### config.mk
export PLATFORM = sky130hd
export DESIGN_NAME = hssim_score_acc
export DESIGN_NICKNAME = d
export VERILOG_FILES = /design/src/rtl/hssim_pkg.sv /design/src/rtl/hssim_serial_div.sv /design/src/rtl/hssim_score_acc.sv
export SDC_FILE = /design/constraint.sdc
export NUM_CORES = 2
export LEC_CHECK = 0
export ABC_CLOCK_PERIOD_IN_PS = 8100
export CELL_PAD_IN_SITES_DETAIL_PLACEMENT = 0
export CELL_PAD_IN_SITES_GLOBAL_PLACEMENT = 1
export CORE_AREA = 2 2 465 467
export CTS_CLUSTER_DIAMETER = 150
export DETAILED_ROUTE_END_ITERATION = 8
export DIE_AREA = 0 0 467 469
export PLACE_DENSITY = 0.69
export SLEW_MARGIN = 20
export SYNTH_ARGS = -nofsm -noshare
export SYNTH_HDL_FRONTEND = slang
export SYNTH_HIERARCHICAL = 1
export SYNTH_SLANG_ARGS = --single-unit
### constraint.sdc
create_clock -name clk -period 8.1 [get_ports clk]
set_input_delay 1.62 -clock clk [delete_from_list [all_inputs] [get_ports clk]]
set_output_delay 1.62 -clock clk [all_outputs]
set_load 0.03 [all_outputs]
### src/rtl/hssim_pkg.sv
// Shared definitions for the HSSIM frame-score accumulator: width and
// latency derivations, the divider state encoding and saturation limits.
package hssim_pkg;

  // Divider sequencing states
  typedef enum logic [1:0] {
    ST_IDLE = 2'd0,
    ST_DIV  = 2'd1,
    ST_DONE = 2'd2
  } div_state_e;

  // Ceiling log2 for elaboration-time width derivation
  function automatic int clog2(input int value);
    int res;
    int rem;
    res = 0;
    rem = value - 1;
    while (rem > 0) begin
      res = res + 1;
      rem = rem >> 1;
    end
    return res;
  endfunction

  // Beats needed to carry one square frame
  function automatic int beats_per_frame(input int image_dim, input int pixels_per_beat);
    return (image_dim * image_dim) / pixels_per_beat;
  endfunction

  // Frame-sum width: widest lane plus growth over every pixel, plus a guard bit
  function automatic int acc_width(input int numr_w, input int denr_w, input int image_dim);
    return ((numr_w > denr_w) ? numr_w : denr_w) + clog2(image_dim * image_dim) + 1;
  endfunction

  // One quotient bit per cycle over the whole shifted dividend
  function automatic int div_cycles(input int acc_w, input int frac_bits);
    return acc_w + frac_bits;
  endfunction

  // Largest positive score bit pattern for a signed score of width w
  function automatic logic [63:0] score_max(input int w);
    return (64'd1 << (w - 1)) - 64'd1;
  endfunction

  // Most negative score bit pattern for width w (also its magnitude)
  function automatic logic [63:0] score_min(input int w);
    return 64'd1 << (w - 1);
  endfunction

endpackage

### src/rtl/hssim_serial_div.sv
// Restoring signed divider producing a saturated Q(FRAC_BITS) score.
// Divides |num|<<FRAC_BITS by |den| one quotient bit per cycle, then applies
// the sign and saturates. A zero divisor skips the division and reports +max.
// Build option HSSIM_SCORE_ROUND_EN: adds |den|>>1 to the dividend so the
// magnitude rounds half-up instead of truncating toward zero.
module hssim_serial_div
  import hssim_pkg::*;
#(
  parameter int ACC_WIDTH   = 43,
  parameter int FRAC_BITS   = 16,
  parameter int SCORE_WIDTH = 18
) (
  input  logic                   clk,
  input  logic                   aresetn,
  input  logic                   start_i,
  input  logic [ACC_WIDTH-1:0]   num_i,
  input  logic [ACC_WIDTH-1:0]   den_i,
  output logic                   busy_o,
  output logic                   done_o,
  output logic [SCORE_WIDTH-1:0] quot_o,
  output logic                   dz_o
);

  localparam int DW = div_cycles(ACC_WIDTH, FRAC_BITS);
  localparam int CW = clog2(DW) + 1;
  localparam logic [CW-1:0]          LAST_CNT = CW'(DW - 1);
  localparam logic [DW-1:0]          MAX_MAG  = DW'(score_max(SCORE_WIDTH));
  localparam logic [DW-1:0]          MIN_MAG  = DW'(score_min(SCORE_WIDTH));
  localparam logic [SCORE_WIDTH-1:0] SAT_POS  = SCORE_WIDTH'(score_max(SCORE_WIDTH));
  localparam logic [SCORE_WIDTH-1:0] SAT_NEG  = SCORE_WIDTH'(score_min(SCORE_WIDTH));

  div_state_e             state_q;
  logic [DW-1:0]          dvd_q;
  logic [ACC_WIDTH-1:0]   rem_q;
  logic [ACC_WIDTH-1:0]   dsr_q;
  logic                   neg_q;
  logic [CW-1:0]          cnt_q;
  logic [SCORE_WIDTH-1:0] result_q;
  logic                   dz_q;
  logic                   done_q;

  logic [ACC_WIDTH-1:0]   abs_n_s;
  logic [ACC_WIDTH-1:0]   abs_d_s;
  logic [DW-1:0]          dvd_init_s;
  logic [ACC_WIDTH:0]     rem_sh_s;
  logic [ACC_WIDTH:0]     diff_s;
  logic                   ge_s;
  logic [ACC_WIDTH-1:0]   rem_nx_s;
  logic [DW-1:0]          dvd_nx_s;
  logic [SCORE_WIDTH-1:0] sat_res_s;

  // Operand magnitudes; the most negative value maps to its exact magnitude
  always_comb begin
    abs_n_s = num_i;
    abs_d_s = den_i;
    if (num_i[ACC_WIDTH-1]) begin
      abs_n_s = ~num_i + ACC_WIDTH'(1);
    end else begin
      abs_n_s = num_i;
    end
    if (den_i[ACC_WIDTH-1]) begin
      abs_d_s = ~den_i + ACC_WIDTH'(1);
    end else begin
      abs_d_s = den_i;
    end
  end

  // Shifted dividend, optionally biased by half the divisor for rounding
  always_comb begin
    dvd_init_s = {abs_n_s, {FRAC_BITS{1'b0}}};
`ifdef HSSIM_SCORE_ROUND_EN
    dvd_init_s = {abs_n_s, {FRAC_BITS{1'b0}}}
               + {{(FRAC_BITS + 1){1'b0}}, abs_d_s[ACC_WIDTH-1:1]};
`else
    dvd_init_s = {abs_n_s, {FRAC_BITS{1'b0}}};
`endif
  end

  // One restoring step: quotient bits shift into the dividend register LSB
  always_comb begin
    rem_sh_s = {rem_q, dvd_q[DW-1]};
    diff_s   = rem_sh_s - {1'b0, dsr_q};
    ge_s     = ~diff_s[ACC_WIDTH];
    if (ge_s) begin
      rem_nx_s = diff_s[ACC_WIDTH-1:0];
    end else begin
      rem_nx_s = rem_sh_s[ACC_WIDTH-1:0];
    end
    dvd_nx_s = {dvd_q[DW-2:0], ge_s};
  end

  // Sign application and saturation of the final quotient magnitude
  always_comb begin
    sat_res_s = {SCORE_WIDTH{1'b0}};
    if (neg_q) begin
      if (dvd_nx_s >= MIN_MAG) begin
        sat_res_s = SAT_NEG;
      end else begin
        sat_res_s = ~dvd_nx_s[SCORE_WIDTH-1:0] + SCORE_WIDTH'(1);
      end
    end else begin
      if (dvd_nx_s > MAX_MAG) begin
        sat_res_s = SAT_POS;
      end else begin
        sat_res_s = dvd_nx_s[SCORE_WIDTH-1:0];
      end
    end
  end

  // Divider FSM: load on start, iterate DW cycles, pulse done with the result
  always_ff @(posedge clk) begin
    if (!aresetn) begin
      state_q  <= ST_IDLE;
      dvd_q    <= {DW{1'b0}};
      rem_q    <= {ACC_WIDTH{1'b0}};
      dsr_q    <= {ACC_WIDTH{1'b0}};
      neg_q    <= 1'b0;
      cnt_q    <= {CW{1'b0}};
      result_q <= {SCORE_WIDTH{1'b0}};
      dz_q     <= 1'b0;
      done_q   <= 1'b0;
    end else begin
      case (state_q)
        ST_IDLE, ST_DONE: begin
          done_q <= 1'b0;
          if (start_i) begin
            if (abs_d_s == {ACC_WIDTH{1'b0}}) begin
              result_q <= SAT_POS;
              dz_q     <= 1'b1;
              done_q   <= 1'b1;
              state_q  <= ST_DONE;
            end else begin
              dvd_q   <= dvd_init_s;
              rem_q   <= {ACC_WIDTH{1'b0}};
              dsr_q   <= abs_d_s;
              neg_q   <= num_i[ACC_WIDTH-1] ^ den_i[ACC_WIDTH-1];
              cnt_q   <= {CW{1'b0}};
              state_q <= ST_DIV;
            end
          end else begin
            state_q <= ST_IDLE;
          end
        end
        ST_DIV: begin
          rem_q <= rem_nx_s;
          dvd_q <= dvd_nx_s;
          cnt_q <= cnt_q + CW'(1);
          if (cnt_q == LAST_CNT) begin
            result_q <= sat_res_s;
            dz_q     <= 1'b0;
            done_q   <= 1'b1;
            state_q  <= ST_DONE;
          end
        end
        default: begin
          done_q  <= 1'b0;
          state_q <= ST_IDLE;
        end
      endcase
    end
  end

  assign busy_o = (state_q == ST_DIV);
  assign done_o = done_q;
  assign quot_o = result_q;
  assign dz_o   = dz_q;

endmodule

### src/rtl/hssim_score_acc.sv
// HSSIM frame-score accumulator: sums numerator/denominator lanes over a
// frame, hands the totals to a serial divider and presents the Q(FRAC_BITS)
// score on a valid/ready output. Accumulation of the next frame overlaps
// the division of the previous one.
// Build option HSSIM_SCORE_ROUND_EN selects round-half-up in the divider.
module hssim_score_acc
  import hssim_pkg::*;
#(
  parameter int PIXELS_PER_BEAT = 16,
  parameter int IMAGE_DIM       = 512,
  parameter int NUMR_BIT_WIDTH  = 36,
  parameter int DENR_BIT_WIDTH  = 36,
  parameter int FRAC_BITS       = 16,
  parameter int SCORE_WIDTH     = FRAC_BITS + 2
) (
  input  logic                                      clk,
  input  logic                                      aresetn,
  input  logic                                      stall,
  input  logic                                      in_valid,
  input  logic [NUMR_BIT_WIDTH*PIXELS_PER_BEAT-1:0] numr_in,
  input  logic [DENR_BIT_WIDTH*PIXELS_PER_BEAT-1:0] denr_in,
  output logic [SCORE_WIDTH-1:0]                    score,
  output logic                                      score_valid,
  input  logic                                      score_ready,
  output logic                                      div_zero,
  output logic                                      overrun
);

  localparam int BPF  = beats_per_frame(IMAGE_DIM, PIXELS_PER_BEAT);
  localparam int ACCW = acc_width(NUMR_BIT_WIDTH, DENR_BIT_WIDTH, IMAGE_DIM);
  localparam int CNTW = (BPF > 1) ? clog2(BPF) : 1;
  localparam logic [CNTW-1:0] LAST_BEAT = CNTW'(BPF - 1);

  logic [CNTW-1:0]        beat_cnt_q;
  logic [CNTW-1:0]        beat_cnt_d;
  logic                   s1_valid_q;
  logic                   s1_last_q;
  logic [ACCW-1:0]        s1_numr_q;
  logic [ACCW-1:0]        s1_denr_q;
  logic [ACCW-1:0]        numr_lane_sum_d;
  logic [ACCW-1:0]        denr_lane_sum_d;
  logic [ACCW-1:0]        acc_n_q;
  logic [ACCW-1:0]        acc_d_q;
  logic [ACCW-1:0]        op_n_q;
  logic [ACCW-1:0]        op_d_q;
  logic                   start_q;
  logic [SCORE_WIDTH-1:0] score_q;
  logic                   score_valid_q;
  logic                   div_zero_q;
  logic                   overrun_q;

  logic                   beat_take_s;
  logic [ACCW-1:0]        acc_n_sum_s;
  logic [ACCW-1:0]        acc_d_sum_s;
  logic                   div_busy_s;
  logic                   div_done_s;
  logic [SCORE_WIDTH-1:0] div_quot_s;
  logic                   div_dz_s;

  assign beat_take_s = in_valid & ~stall;
  assign acc_n_sum_s = acc_n_q + s1_numr_q;
  assign acc_d_sum_s = acc_d_q + s1_denr_q;

  // Beat counter next state: advance on an accepted beat, wrap at frame end
  always_comb begin
    beat_cnt_d = beat_cnt_q;
    if (beat_take_s) begin
      if (beat_cnt_q == LAST_BEAT) begin
        beat_cnt_d = {CNTW{1'b0}};
      end else begin
        beat_cnt_d = beat_cnt_q + CNTW'(1);
      end
    end else begin
      beat_cnt_d = beat_cnt_q;
    end
  end

  // Sign-extended sums across the lanes of the current beat
  always_comb begin
    numr_lane_sum_d = {ACCW{1'b0}};
    denr_lane_sum_d = {ACCW{1'b0}};
    for (int i = 0; i < PIXELS_PER_BEAT; i++) begin
      numr_lane_sum_d = numr_lane_sum_d
        + {{(ACCW-NUMR_BIT_WIDTH){numr_in[i*NUMR_BIT_WIDTH + NUMR_BIT_WIDTH - 1]}},
           numr_in[i*NUMR_BIT_WIDTH +: NUMR_BIT_WIDTH]};
      denr_lane_sum_d = denr_lane_sum_d
        + {{(ACCW-DENR_BIT_WIDTH){denr_in[i*DENR_BIT_WIDTH + DENR_BIT_WIDTH - 1]}},
           denr_in[i*DENR_BIT_WIDTH +: DENR_BIT_WIDTH]};
    end
  end

  // Stage 1: register lane sums, frame-end marker and beat counter; frozen by stall
  always_ff @(posedge clk) begin
    if (!aresetn) begin
      beat_cnt_q <= {CNTW{1'b0}};
      s1_valid_q <= 1'b0;
      s1_last_q  <= 1'b0;
      s1_numr_q  <= {ACCW{1'b0}};
      s1_denr_q  <= {ACCW{1'b0}};
    end else if (!stall) begin
      beat_cnt_q <= beat_cnt_d;
      s1_valid_q <= in_valid;
      s1_last_q  <= (beat_cnt_q == LAST_BEAT);
      s1_numr_q  <= numr_lane_sum_d;
      s1_denr_q  <= denr_lane_sum_d;
    end
  end

  // Stage 2: frame accumulation; at frame end hand totals to the divider
  always_ff @(posedge clk) begin
    if (!aresetn) begin
      acc_n_q <= {ACCW{1'b0}};
      acc_d_q <= {ACCW{1'b0}};
      op_n_q  <= {ACCW{1'b0}};
      op_d_q  <= {ACCW{1'b0}};
      start_q <= 1'b0;
    end else begin
      start_q <= 1'b0;
      if (!stall && s1_valid_q) begin
        if (s1_last_q) begin
          op_n_q  <= acc_n_sum_s;
          op_d_q  <= acc_d_sum_s;
          acc_n_q <= {ACCW{1'b0}};
          acc_d_q <= {ACCW{1'b0}};
          start_q <= 1'b1;
        end else begin
          acc_n_q <= acc_n_sum_s;
          acc_d_q <= acc_d_sum_s;
        end
      end
    end
  end

  hssim_serial_div #(
    .ACC_WIDTH  (ACCW),
    .FRAC_BITS  (FRAC_BITS),
    .SCORE_WIDTH(SCORE_WIDTH)
  ) u_div (
    .clk    (clk),
    .aresetn(aresetn),
    .start_i(start_q),
    .num_i  (op_n_q),
    .den_i  (op_d_q),
    .busy_o (div_busy_s),
    .done_o (div_done_s),
    .quot_o (div_quot_s),
    .dz_o   (div_dz_s)
  );

  // Output handshake: load results, hold until accepted, flag lost results
  always_ff @(posedge clk) begin
    if (!aresetn) begin
      score_q       <= {SCORE_WIDTH{1'b0}};
      score_valid_q <= 1'b0;
      div_zero_q    <= 1'b0;
      overrun_q     <= 1'b0;
    end else begin
      if (div_done_s) begin
        score_q       <= div_quot_s;
        div_zero_q    <= div_dz_s;
        score_valid_q <= 1'b1;
        if (score_valid_q && !score_ready) begin
          overrun_q <= 1'b1;
        end
      end else if (score_valid_q && score_ready) begin
        score_valid_q <= 1'b0;
      end
      if (start_q && div_busy_s) begin
        overrun_q <= 1'b1;
      end
    end
  end

  assign score       = score_q;
  assign score_valid = score_valid_q;
  assign div_zero    = div_zero_q;
  assign overrun     = overrun_q;

endmodule

* Word-level counts from Yosys, hierarchy flattened
Index checks and enable logic that the tools add are counted.
Cells by class: muxes and demuxes 40, add/sub/neg operators 38, order comparisons 2, reduce and logical (&&, ||, !) cells 20, equal/unequal tests 8, bitwise gates (word level) 8
Operators by type and width (number):
- $mux W55 | 7
- $mux W71 | 2
- $pmux W71 S2 | 1
- $add A55 B1 Y55 const B | 2
- $add A55 B55 Y55 | 2
- $not A55 Y55 | 2
- $pmux W55 S2 | 1
- $mux W18 | 6
- $add A50 B36 Y51 | 2
- $add A49 B36 Y50 | 2
- $add A48 B36 Y49 | 2
- $add A47 B36 Y48 | 2
- $add A46 B36 Y47 | 2
- $add A45 B36 Y46 | 2
- $add A44 B36 Y45 | 2
- $add A43 B36 Y44 | 2
- $add A42 B36 Y43 | 2
- $add A41 B36 Y42 | 2
- $add A40 B36 Y41 | 2
- $add A39 B36 Y40 | 2
- $add A38 B36 Y39 | 2
- $add A37 B36 Y38 | 2
- $add A36 B36 Y37 | 2
- $ge A71 B18 Y1 const B | 1
- other kinds (32) | 62
Storage, ports and cells: input bits 1157, logic and storage cells 139, output and inout port bits 21, register bits 580

* Logic depth before layout (Yosys ltp)
depth in word-level cells 15, depth in mapped cells 26, depth with buffers taken out 26

* Hierarchy
The synthesis kept the hierarchy.
Modules (own cells, without submodules):
- hssim_score_acc | seq. area each 7206.9 µm², times used 1, cells an instance 5651, area each 49985.4 µm²
- hssim_serial_div | seq. area each 4224.1 µm², times used 1, cells an instance 1966, area each 14886.8 µm²

* Least setup slack after synthesis
Ideal clock, no wire load.
kind in2reg, start point input denr_in[326], end point register s1_denr_q[40], buffers on the path 0, required time 7972 ps, arrival 7402 ps, library setup time 128 ps, stages 24, setup slack 571 ps, path through fa_1 > inv_1 > fa_1 > inv_1 > fa_1 > inv_1 > fa_1 > fa_1 > inv_1 > fa_1 > ha_1 > inv_1 > fa_1 > nor2b_1 > o21ai_0 > a21oi_1 > o21ai_0 > o21ai_1 > nor4_1 > a211oi_1 > a22oi_1 > a211oi_1 > a2111oi_0 > nand4b_1
Between the ends: word-level cells in the longest chain between the ends 7
Ends and longest elaborated chain:
- from (decl) | line hssim_score_acc.sv:21 | input logic [DENR_BIT_WIDTH*PIXELS_PER_BEAT-1:0] denr_in,
- $add A44 B36 Y45 | line hssim_score_acc.sv:87 | + {{(ACCW-DENR_BIT_WIDTH){denr_in[i*DENR_BIT_WIDTH + DENR_BIT_WIDTH - 1]}},
- $add A45 B36 Y46 | line hssim_score_acc.sv:87
- $add A46 B36 Y47 | line hssim_score_acc.sv:87
- $add A47 B36 Y48 | line hssim_score_acc.sv:87
- $add A48 B36 Y49 | line hssim_score_acc.sv:87
- $add A49 B36 Y50 | line hssim_score_acc.sv:87
- $add A50 B36 Y51 | line hssim_score_acc.sv:87
- to (signal assigned) | line hssim_score_acc.sv:99 | s1_denr_q <= {ACCW{1'b0}};
- to (signal assigned) | line hssim_score_acc.sv:105 | s1_denr_q <= denr_lane_sum_d;
- to (decl) | line hssim_score_acc.sv:39 | logic [ACCW-1:0] s1_denr_q;
No other way between the ends. A chain may end at the register's enable or synchronous reset.

* Worst setup path after layout
start point input numr_in[8], end point register s1_numr_q[27]
Between the ends: word-level cells in the longest chain between the ends 15
Ends and longest elaborated chain:
- from (decl) | line hssim_score_acc.sv:20 | input logic [NUMR_BIT_WIDTH*PIXELS_PER_BEAT-1:0] numr_in,
- $add A36 B36 Y37 | line hssim_score_acc.sv:84 | + {{(ACCW-NUMR_BIT_WIDTH){numr_in[i*NUMR_BIT_WIDTH + NUMR_BIT_WIDTH - 1]}},
- $add A37 B36 Y38 | line hssim_score_acc.sv:84
- $add A38 B36 Y39 | line hssim_score_acc.sv:84
- $add A39 B36 Y40 | line hssim_score_acc.sv:84
- $add A40 B36 Y41 | line hssim_score_acc.sv:84
- $add A41 B36 Y42 | line hssim_score_acc.sv:84
- $add A42 B36 Y43 | line hssim_score_acc.sv:84
- $add A43 B36 Y44 | line hssim_score_acc.sv:84
- $add A44 B36 Y45 | line hssim_score_acc.sv:84
- $add A45 B36 Y46 | line hssim_score_acc.sv:84
- $add A46 B36 Y47 | line hssim_score_acc.sv:84
- $add A47 B36 Y48 | line hssim_score_acc.sv:84
- $add A48 B36 Y49 | line hssim_score_acc.sv:84
- $add A49 B36 Y50 | line hssim_score_acc.sv:84
- $add A50 B36 Y51 | line hssim_score_acc.sv:84
- to (signal assigned) | line hssim_score_acc.sv:98 | s1_numr_q <= {ACCW{1'b0}};
- to (signal assigned) | line hssim_score_acc.sv:104 | s1_numr_q <= numr_lane_sum_d;
- to (decl) | line hssim_score_acc.sv:38 | logic [ACCW-1:0] s1_numr_q;
No other way between the ends.

==> impl_metrics.py <==
metrics = {
    "timing": {
        "finalClockSkew_ns": 0.0353,
        "fmax_mhz": 127,
        "setup_slack_ns": 0.197,
        "timing.hold.ws_ns": 0.458,
        "fin_crit_ns": 7.90,
        "hold_viol_final": 0,
        "maxSlewHeadroom_pct": 34.9,
        "report.final.slew_viol_count": 0,
        "finalCritPeriodShare_pct": 97.6,
        "finalSetupViolCount": 0,
        "worstMarginPinSlew_ns": 0.977,
    },
    "synth": {
        "synth_fa_ha_area_share_pct": 37.0,
        "synth_edf_count": 0,
        "synth_top_area_share_pct": 31.9,
        "yosysWarningCount": 6,
        "syn_area_um2": 64900,
        "synth_top_area_cell": "fa_1",
        "ys.flop_type": "dfxtp_1",
        "synthXorXnorAreaFrac_pct": 4.39,
        "yosys.area_share.simple_pct": 11.6,
        "netlist_instances": 7617,
        "synth_compound_area_share_pct": 15.1,
        "syn_area_per_cell_um2": 8.52,
        "ys_top_cells_by_area": "fa_1 (32%), dfxtp_1 (18%), inv_1 (11%)",
        "synth_top_family_by_area": "adder cells",
        "synthMuxAreaShare_pct": 1.50,
        "synthArstFlopShare_pct": 0,
        "seq_area_frac_synth_pct": 17.6,
        "syn_nets": 10100,
        "ys_ff_latch": 571,
        "ys_types": 101,
    },
    "clock_network": {
        "cts-htree-levels": 3,
        "clk_pin_slew_worst_paths_ns": 0.06,
        "worstSkewPairLatency_ns": 0.67,
        "cts-buffers-inserted": 72,
        "cts_tree": "built",
        "cts-root-buf": "clkbuf_16",
        "cts.sinks": 571,
        "ctsLongestPathBuffers": 3,
    },
    "place": {
        "pre_cts_ws_ns": -1.00,
        "hpwl_um": 227000,
        "portBuffers": 1177,
        "gp_congestion": 0.963,
    },
    "worst_setup_path": {
        "reg2reg_slack_ns": 1.49,
        "path_class": "in -> reg",
        "r2r-start": "u_div/dsr_q[4]",
        "crit_required_ns": 8.63,
        "reg2reg_to": "u_div/quot_o[16]",
        "end_kind": "flop",
        "startpoint_type": "input pin",
        "crit_fanout": 3,
        "rr_worst_depth": 22,
        "cp.arrival_ns": 8.43,
    },
    "layout": {
        "ff_latch_area_um2": 11400,
        "most-common-layout-cells": "inv_1 (1,914), clkdlybuf4s50_1 (1,172), fa_1 (1,032)",
        "drive_gt1_share_pct": 5.27,
        "fill_cells": 21800,
        "area_delta_synth_final_pct": 29.4,
        "nets": 11300,
        "multi_input_area_um2": 45400,
        "layout_commonest_cell": "inv_1",
        "final_util_pct": 39.3,
    },
    "die": {
        "fp.dieArea_um2": 219000,
        "fp.dieH_um": 469,
        "start_util_pct": 30.3,
        "dieWidth_um": 467,
        "core_area_um2": 214000,
        "rows": 170,
        "num_io_pins": 1178,
    },
    "routing": {
        "dr.pass1.iters": 8,
        "wire_per_inst_um": 22.1,
        "drt-initial-drc-count": 2968,
        "postRouteAntennaNets": 0,
        "drc": 0,
        "avgViaCountPerCell": 4.76,
        "wirelength_um": 259000,
        "vias": 55800,
    },
    "min_path": {
        "min_from": "s1_numr_q[47]",
        "hp-class": "reg -> reg",
        "min_to": "s1_numr_q[47]",
        "min_path_cells": 2,
    },
    "global_route": {
        "track_usage_pct": 23.5,
        "grt_max_degree": 126,
        "grt_overflow": 0,
        "grt_pass1_vias": 59800,
        "grt_pass1_wl_um": 383000,
        "grt_antenna_before_repair": 28,
    },
    "status": {
        "status": "finished clean",
    },
    "flow_run": {
        "cap_violations": 0,
    },
}
-- synth_stat cells, types with 45 or more instances --
cell type / count
inv_1: 1917
fa_1: 1033
dfxtp_1: 571
nand2_1: 550
a21oi_1: 488
nor2_1: 457
ha_1: 266
o21ai_0: 262
clkbuf_1: 227
xnor2_1: 211
a21o_1: 137
xor2_1: 114
a22oi_1: 113
nand3_1: 100
mux2i_1: 87
nand4_1: 76
nor3_1: 73
a211oi_1: 70
nor2b_1: 53
a22o_1: 51
or3_1: 51
o21ai_1: 48
o21a_1: 45
-- worst max-delay path: stages --
cell             delay, ns
clkdlybuf4s50_1       0.46
inv_1                 0.07
buf_12                0.14
fa_1                  0.53
inv_1                 0.06
fa_1                  0.52
fa_1                  0.54
fa_1                  0.56
fa_1                  0.56
inv_1                 0.06
fa_1                  0.53
inv_1                 0.04
ha_1                  0.33
a211o_1               0.35
a211oi_4              0.28
buf_4                 0.17
o21ai_1               0.07
buf_4                 0.16
buf_4                 0.13
a21o_1                0.16
a21oi_1               0.22
o21ai_0               0.22
a311oi_1              0.35
xor2_1                0.20
o21ai_0               0.10
-- routing by layer --
layer	part of all wire [%]	routed length (um)	GRT usage, %
met5	0.047	121	0
met4	5.4	13900	11.0
met3	4.3	11200	3.17
met2	51	132000	43.0
met1	39	101000	27.0
-- kinds of logic (layout without fill, tap and decap cells) --
kind of cell	count (synthesis)	in the layout
buffers and inverters	2198	3459
adder cells (fa/ha/maj)	1299	1299
flip-flops	571	571
multiplexers	96	96
XOR/XNOR	325	325
AND/OR/NAND/NOR	1600	1600
other	0	12
AO/OA/AOI/OAI	1528	1528
-- state kept, by name, summed over array words and instances, names as in the netlist, 2 cells and up --
name and flops:
score 18, acc_d_q 55, u_div/cnt_q 8, acc_n_q 55, u_div/rem_q 55, op_n_q 55, s1_numr_q 51, s1_denr_q 51
u_div/quot_o 18, u_div/state_q 2, u_div/dvd_q 71, op_d_q 55, u_div/dsr_q 55, beat_cnt_q 14
-- timing repair --
action	CTS	global route
buffers inserted	0	2
pin swaps	0	12
hold buffers	0	0
gates resized for setup	8	35
setup endpoints to repair	29	41
-- worst max path at each step --
stage                                to         start  depth (start not counted)  slack (ns)
after floorplan           s1_denr_q[40]  denr_in[326]                         24        0.57
after global placement    s1_numr_q[42]   numr_in[74]                         27       -1.01
after detailed placement  s1_numr_q[48]   numr_in[74]                         27       -1.00
after CTS                 s1_numr_q[38]   numr_in[74]                         26        0.01
after global routing      s1_numr_q[39]   numr_in[75]                         26      -0.001
final                     s1_numr_q[27]    numr_in[8]                         25        0.20
-- stage by stage --
stage | area, um2 | std cells | setup TNS [ns]
2_1_floorplan | 64900 | 7617 | 0
3_3_place_gp | 81300 | 11600 | -36.81
3_5_place_dp | 81300 | 11600 | -35.91
4_1_cts | 83800 | 11700 | 0
5_1_grt | 83900 | 11700 | -0.00269
6_report | 83900 | 11700 | 0
-- cell type report --
class / instances / share of cell area, %
sequential: 571 / 13.6
multi-input combinational: 4848 / 54.0
tap: 2838 / 4.23
clock buffer: 103 / 2.49
timing repair buffer: 1412 / 16.6
antenna: 12 / 0.0358
clock inverter: 24 / 0.398
inverter: 1920 / 8.60
Power is left out: the tool's default activity adds up to more than one toggle a clock period on the data nets, which glitch-free logic cannot reach.
